### config.mk
export PLATFORM = sky130hd
export DESIGN_NAME = m_interrupt_ctrl
export DESIGN_NICKNAME = d
export VERILOG_FILES = /design/src/rtl/m_interrupt_ctrl.sv
export SDC_FILE = /design/constraint.sdc
export NUM_CORES = 1
export LEC_CHECK = 0
export ABC_AREA = 1
export CAP_MARGIN = 20
export CORE_AREA = 3 3 143 145
export DETAILED_ROUTE_END_ITERATION = 6
export DIE_AREA = 0 0 146 148
export GPL_TIMING_DRIVEN = 0
export PLACE_DENSITY = 0.84
export RECOVER_POWER = 100
export SLEW_MARGIN = 20
export SYNTH_ARGS = -nofsm -noshare
export SYNTH_HDL_FRONTEND = slang
export SYNTH_SLANG_ARGS = --single-unit
### constraint.sdc
create_clock -name clk -period 3.39 [get_ports clk]
set_clock_uncertainty 0.05 [all_clocks]
set_input_delay 0.5085 -clock clk [delete_from_list [all_inputs] [get_ports clk]]
set_output_delay 0.5085 -clock clk [all_outputs]
set_load 0.02 [all_outputs]
### src/rtl/m_interrupt_ctrl.sv
// Machine-mode interrupt source and arbiter: mtime/mtimecmp/msip registers,
// external pin synchroniser, enable gating and a one-shot request FSM.
module m_interrupt_ctrl #(
    parameter int TICK_DIV        = 1,
    parameter int EXT_SYNC_STAGES = 2
) (
    input  logic        clk,
    input  logic        rst_n,
    input  logic        ext_int_in,
    input  logic        csr_rmie,
    input  logic        csr_meie,
    input  logic        csr_mtie,
    input  logic        csr_msie,
    input  logic        cmd_mret_ex,
    input  logic        stall,
    input  logic        io_we,
    input  logic        io_re,
    input  logic [2:0]  io_adr,
    input  logic [31:0] io_wdata,
    output logic [31:0] io_rdata,
    output logic        g_interrupt,
    output logic [1:0]  g_interrupt_priv,
    output logic [1:0]  g_current_priv,
    output logic [5:0]  int_code,
    output logic [2:0]  mip_bits
);

    localparam int PW = (TICK_DIV > 1) ? $clog2(TICK_DIV) : 1;
    localparam logic [PW-1:0] TICK_MAX = PW'(TICK_DIV - 1);

    localparam logic [0:0] IDLE      = 1'b0;
    localparam logic [0:0] WAIT_MRET = 1'b1;

    logic [PW-1:0]              prescaler;
    logic                       tick;
    logic                       carry;
    logic [31:0]                mtime_lo;
    logic [31:0]                mtime_hi;
    logic [63:0]                mtimecmp;
    logic                       msip;
    logic [EXT_SYNC_STAGES-1:0] ext_sync;
    logic [0:0]                 state;
    logic                       meip;
    logic                       mtip;
    logic                       pe;
    logic                       ps;
    logic                       pt;
    logic                       any_pend;
    logic [5:0]                 cause;
    logic [31:0]                rd_mux;

    assign tick  = (prescaler == TICK_MAX);
    assign carry = tick & (mtime_lo == 32'hFFFF_FFFF);

    assign meip = ext_sync[EXT_SYNC_STAGES-1];
    assign mtip = ({mtime_hi, mtime_lo} >= mtimecmp);

    assign pe       = meip & csr_meie & csr_rmie;
    assign ps       = msip & csr_msie & csr_rmie;
    assign pt       = mtip & csr_mtie & csr_rmie;
    assign any_pend = pe | ps | pt;

    assign mip_bits         = {meip, mtip, msip};
    assign g_interrupt_priv = 2'b11;
    assign g_current_priv   = 2'b11;

    assign g_interrupt = (state == IDLE) & any_pend & ~stall & ~cmd_mret_ex;

    // External has highest priority, then software, then timer.
    always_comb begin
        cause = 6'd0;
        if (pe) begin
            cause = 6'd11;
        end else if (ps) begin
            cause = 6'd3;
        end else if (pt) begin
            cause = 6'd7;
        end
    end

    always_comb begin
        rd_mux = 32'd0;
        case (io_adr)
            3'd0:    rd_mux = mtime_lo;
            3'd1:    rd_mux = mtime_hi;
            3'd2:    rd_mux = mtimecmp[31:0];
            3'd3:    rd_mux = mtimecmp[63:32];
            3'd4:    rd_mux = {31'd0, msip};
            default: rd_mux = 32'd0;
        endcase
    end

    always_ff @(posedge clk or negedge rst_n) begin
        if (!rst_n) begin
            prescaler <= '0;
        end else begin
            prescaler <= tick ? '0 : prescaler + PW'(1);
        end
    end

    // A write to one mtime half still lets the other half count.
    always_ff @(posedge clk or negedge rst_n) begin
        if (!rst_n) begin
            mtime_lo <= 32'd0;
            mtime_hi <= 32'd0;
            mtimecmp <= 64'hFFFF_FFFF_FFFF_FFFF;
            msip     <= 1'b0;
        end else begin
            if (io_we && io_adr == 3'd0) begin
                mtime_lo <= io_wdata;
            end else begin
                mtime_lo <= mtime_lo + {31'd0, tick};
            end
            if (io_we && io_adr == 3'd1) begin
                mtime_hi <= io_wdata;
            end else begin
                mtime_hi <= mtime_hi + {31'd0, carry};
            end
            if (io_we && io_adr == 3'd2) begin
                mtimecmp[31:0] <= io_wdata;
            end
            if (io_we && io_adr == 3'd3) begin
                mtimecmp[63:32] <= io_wdata;
            end
            if (io_we && io_adr == 3'd4) begin
                msip <= io_wdata[0];
            end
        end
    end

    always_ff @(posedge clk or negedge rst_n) begin
        if (!rst_n) begin
            ext_sync <= '0;
        end else begin
            ext_sync <= {ext_sync[EXT_SYNC_STAGES-2:0], ext_int_in};
        end
    end

    always_ff @(posedge clk or negedge rst_n) begin
        if (!rst_n) begin
            io_rdata <= 32'd0;
        end else if (io_re) begin
            io_rdata <= rd_mux;
        end
    end

    always_ff @(posedge clk or negedge rst_n) begin
        if (!rst_n) begin
            state    <= IDLE;
            int_code <= 6'd0;
        end else begin
            case (state)
                IDLE: begin
                    if (g_interrupt) begin
                        state    <= WAIT_MRET;
                        int_code <= cause;
                    end
                end
                default: begin
                    if (cmd_mret_ex && !stall) begin
                        state <= IDLE;
                    end
                end
            endcase
        end
    end

endmodule

# Yosys cells after proc, flatten, opt, wreduce, memory -nomap -nowiden

Index checks and enable logic that the tools add are counted.

Add/sub/neg operators: 3
Muxes and demuxes: 10
Bitwise logic cells: 16
Eq/ne operators: 5
Reduce and logical (&&, ||, !) cells: 9
Magnitude comparators: 1

Operators with widths:

| cell                   | count |
|---|---|
| $pmux W32 S5           | 1 |
| $add A32 B1 Y32        | 2 |
| $ge A64 B64 Y1         | 1 |
| $mux W32               | 2 |
| $eq A32 B32 Y1 const B | 1 |
| $mux W6                | 2 |
| $and A1 B1 Y1          | 10 |
| $eq A3 B2 Y1 const B   | 2 |
| $logic_and A1 B1 Y1    | 6 |
| $mux W1                | 4 |
| $not A1 Y1             | 4 |
| $eq A3 B1 Y1 const B   | 1 |
| $eq A3 B3 Y1 const B   | 1 |
| $logic_not A3 Y1       | 1 |
| $mux W3                | 1 |
| $or A1 B1 Y1           | 2 |
| $reduce_and A2 Y1      | 1 |
| $add A1 B1 Y1 const B  | 1 |
| $logic_not A1 Y1       | 1 |

Bits in registers: 171
Word-level logic and storage cells: 54
Output and inout bits: 46
Input port bits: 46

# Longest topological paths before layout

Depth after elaboration: 9
Mapped depth: 23
Depth with buffers taken out: 23

# Least setup slack after synthesis

No wires, ideal clock.

Path type: reg-to-reg
Start: register mtime_lo[1]
End: register mtime_hi[30]
Buffers on the path: 0
Required time: 3.212 ns
Stages on the path, launching flop included: 24
Clock period less this slack: 3.168 ns
Setup slack: 0.222 ns
Library setup time: 0.128 ns
Arrival: 2.990 ns
Cells stage by stage: dfrtp_1 > ha_1 > nand2_1 > nor2_4 > nand3_2 > inv_1 > nand2_1 > nor3_2 > nand4_1 > nor2_1 > nand2_1 > nor3_1 > ha_1 > ha_1 > nand3_2 > nor2_4 > nand3_2 > nor2_4 > nand2_2 > nor2_4 > nand2_1 > xor2_1 > nand2_1 > o21ai_1

Word-level cells in the longest chain between the ends: 4

Ends and longest elaborated chain:

| what                   | line | text |
|---|---|---|
| from (decl)            | 37   | `logic [31:0] mtime_lo;` |
| from (signal assigned) | 110  | `mtime_lo <= io_wdata;` |
| from (signal assigned) | 112  | `mtime_lo <= mtime_lo + {31'd0, tick};` |
| $eq A32 B32 Y1         | 53   | `assign carry = tick & (mtime_lo == 32'hFFFF_FFFF);` |
| $and A1 B1 Y1          | 53   |  |
| $add A32 B1 Y32        | 117  | `mtime_hi <= mtime_hi + {31'd0, carry};` |
| $mux W32               | 114  | `if (io_we && io_adr == 3'd1) begin` |
| to (signal assigned)   | 115  | `mtime_hi <= io_wdata;` |
| to (signal assigned)   | 117  |  |
| to (decl)              | 38   | `logic [31:0] mtime_hi;` |

Every way passes these cells.
A chain may end at the register's enable or synchronous reset.

# Worst setup path after layout

Start: register mtimecmp[63]
End: output port g_interrupt

Word-level cells in the longest chain between the ends: 7

Ends and longest elaborated chain:

| what                       | line | text |
|---|---|---|
| from (decl)                | 39   | `logic [63:0] mtimecmp;` |
| from (signal assigned)     | 123  | `mtimecmp[63:32] <= io_wdata;` |
| $ge A64 B64 Y1             | 56   | `assign mtip = ({mtime_hi, mtime_lo} >= mtimecmp);` |
| via mtip                   | 44   | `logic mtip;` |
| $and A1 B1 Y1 (2 in a row) | 60   | `assign pt = mtip & csr_mtie & csr_rmie;` |
| $or A1 B1 Y1               | 61   | `assign any_pend = pe \| ps \| pt;` |
| $and A1 B1 Y1 (3 in a row) | 67   | `assign g_interrupt = (state == IDLE) & any_pend & ~stall & ~cmd_mret_ex;` |
| to (decl)                  | 21   | `output logic g_interrupt,` |

The timed path passes the listed nets, and every way through them passes these cells.

==> metrics.cfg <==
[final_layout]
layout.cells.most_common_list = nand2_1 (317), o21ai_0 (179), inv_1 (169)
finalCoreUtilization_pct = 63.9
final_layout_size_suffix_gt1_share_pct = 14.8
final_common_cell = nand2_1
finalNetCount = 1519
antenna_cells = 0
syn_to_final_growth_pct = 21.7
final_cell_count_no_fill = 1684

[critical_path]
critPathRequiredTime_ns = 2.83
worst_path_arrival_ns = 2.97
crit_type = register to primary output
critical_path.max_fanout = 5
critical_path.reg2reg.startpoint = mtime_lo[0]
crit_path_launch_type = register
worst_setup_path_end_kind = primary output
critPathLaunch = mtimecmp[63]

[floorplan]
design.portCount = 92
row_count = 51
core_sq_um = 19300
chipWidth_um = 146
fp.dieH_um = 148
floorplan.die_area_sq_um = 21600
initial_utilization_pct = 52.5

[cts]
path_clk_slew_ns = 0.06
cts_tree = yes
clkLatencyLatePin_ns = 0.44
clockBufferDepth = 2
cts_buffers = 17
h-tree-depth = 4
numClockSinks = 167
root_buffer_master = clkbuf_16

[global_route]
global_route_wire_length_before_repair_um = 50200
grt_start_max_net_pins = 103
grt_antenna_before_repair = 0
via_count_of_the_first_global_routing_pass = 9604
grt.total_usage_pct = 29.7
globalRoute.totalOverflow = 0

[timing]
fin_ws_ns = -0.140
achievable-frequency_mhz = 283
max_slew_margin_pct = -11.8
post-route-period-util_pct = 104
grt_setup_unrepaired = yes
finalMaxSlewViolations = 68
hold_viol = 0
final-setup-viol-count = 20
tightest_slew_ns = 1.68
post-route-min-period_ns = 3.53

[route]
totalWireLength_um = 31800
post_drt_wl_per_cell_um = 18.9
detailroute.via_count = 9721
ant_nets = 0
detail_route.iter0.violations = 1159
remaining_drc_errors = 0
drt-vias-per-instance = 5.77
drt_pass1_iterations = 6

[logic_synthesis]
postSynthRegisterBits = 167
syn-cell-area_sq_um = 10200
syn-instance-count = 1267
yosysTopAreaCellShare_pct = 25.4
synth.distinct_cells = 46
synth_sequential_area_ratio_pct = 42.0
synth.avg_cell_area_sq_um = 8.01
post-synth-top-area-cell = dfrtp_1
synth.top_cells.by_area = dfrtp_1 (25%), dfstp_2 (17%), nand2_1 (12%), o21ai_0 (8.9%), ha_1 (8.3%)
yosys_warnings = 0

[power]
post_route_total_power_uw = 7070
static_power_due_to_leakage_uw = 0.00574
ir_worst_vdd_mv = 0.394
power-per-cell-area_nw_per_um2 = 572

[placement]
place.gp.congestion = 0.978
hpwl_um = 22300
placement.io_buffers = 84
dp_cells = 1621

[run_status]
outcome = finished with violations
failed_checks = max-capacitance violations, max-slew violations, negative setup slack

[worst_hold_path]
worstHoldStart = ext_sync[0]
worst_hold_path_type = register to register

[run]
timing.max_cap.violations = 2

## sequential cells by signal (all words and copies together), names as in the netlist
register,count
ext_sync,2
int_code,3
io_rdata,32
msip,1
mtime_hi,32
mtime_lo,32
mtimecmp,64
state,1
## repair_timing
action,in CTS,in global routing
gates resized for setup,27,23
hold buffers,1,0
setup endpoints to repair,24,22
endpoints found under the hold margin,40,0
pin swaps,13,20
buffers inserted,18,13
## where the power goes
group	switching [uW]	internal (uW)
clock	826	1220
combinational	1230	855
sequential	442	2490
## metal layers
layer,up-vias,share of wire (%),global-route usage [%]
met5,-,0,0
li1,4418,-,-
met4,0,6.3,18.8
met2,567,45,46.1
met1,4601,38,37.9
met3,135,10,6.56
## synth_stat cells, drive strengths merged
master	n
o21a	3
conb	2
nand3	31
ha	67
and3	1
nand4	23
o21bai	1
dfrtp	103
o2111ai	15
clkbuf	32
nor3	27
a31oi	1
and3b	1
nand2	331
a32o	1
a21boi	1
dfstp	64
o22ai	19
xor2	29
or2	1
inv	173
xnor2	17
nor4	6
o211ai	1
a21oi	29
o21ai	186
a21o	3
nor2	63
mux2	15
nand3b	1
nor3b	2
buf	18
## path summary, 6_finish.rpt
check	to	slack, ns	cells past startpoint
min reg2reg	ext_sync[1]	0.30	0
min	ext_sync[1]	0.30	0
max	g_interrupt	-0.14	12
max reg2reg	mtime_hi[31]	-0.06	22
min in group asynchronous	io_rdata[12]	1.00	2
max in group asynchronous	mtime_hi[1]	0.58	3
## per-stage QoR
| step | area (sq um) | TNS (ns) | setup WS [ns] | hold WS (ns) |
|---|---|---|---|---|
| 6_report | 12400 | -0.810 | -0.140 | 0.304 |
| 5_1_grt | 12400 | -4.21 | -0.271 | 0.314 |
| 4_1_cts | 12200 | -1.10 | -0.154 | 0.308 |
| 3_5_place_dp | 11400 | -8.69 | -1.00 | 0.294 |
| 3_3_place_gp | 11300 | -702.56 | -4.98 | 0.284 |
| 2_1_floorplan | 10200 | 0 | 0.222 | 0.163 |
## worst max-delay path, stage by stage, from the launching register on
cell	delay (ns)
dfstp_2	0.53
inv_1	0.06
ha_1	0.29
nand2_1	0.07
nor2_1	0.19
nand2_1	0.10
nor3b_1	0.47
and3b_1	0.25
nand2_1	0.06
nand2_1	0.11
nand2_1	0.14
nand2_1	0.09
clkbuf_2	0.17
## cell families (layout without fill, tap and decap cells)
| logic type | Yosys count | in the layout | synth area share, % |
|---|---|---|---|
| AOI/OAI and AO/OA | 260 | 260 | 13.9 |
| xor gates and xnor gates | 46 | 46 | 4.04 |
| adders and majority gates | 67 | 67 | 8.26 |
| buffers and inverters | 223 | 371 | 8.68 |
| DFF | 167 | 167 | 42.0 |
| muxes | 15 | 15 | 1.66 |
| other | 2 | 6 | 0.0740 |
| and+or+nand+nor | 487 | 487 | 21.4 |
## layout make-up
cell class,count,area (sq um)
Sequential cell,167,4260
Inverter,173,654
Timing Repair Buffer,116,1080
Clock buffer,22,474
Tap cell,265,332
Clock inverter,10,145
Fill cell,1564,6980
Buffer,50,230
Multi-Input combinational cell,881,5180
(Power assumes the default switching activity.)
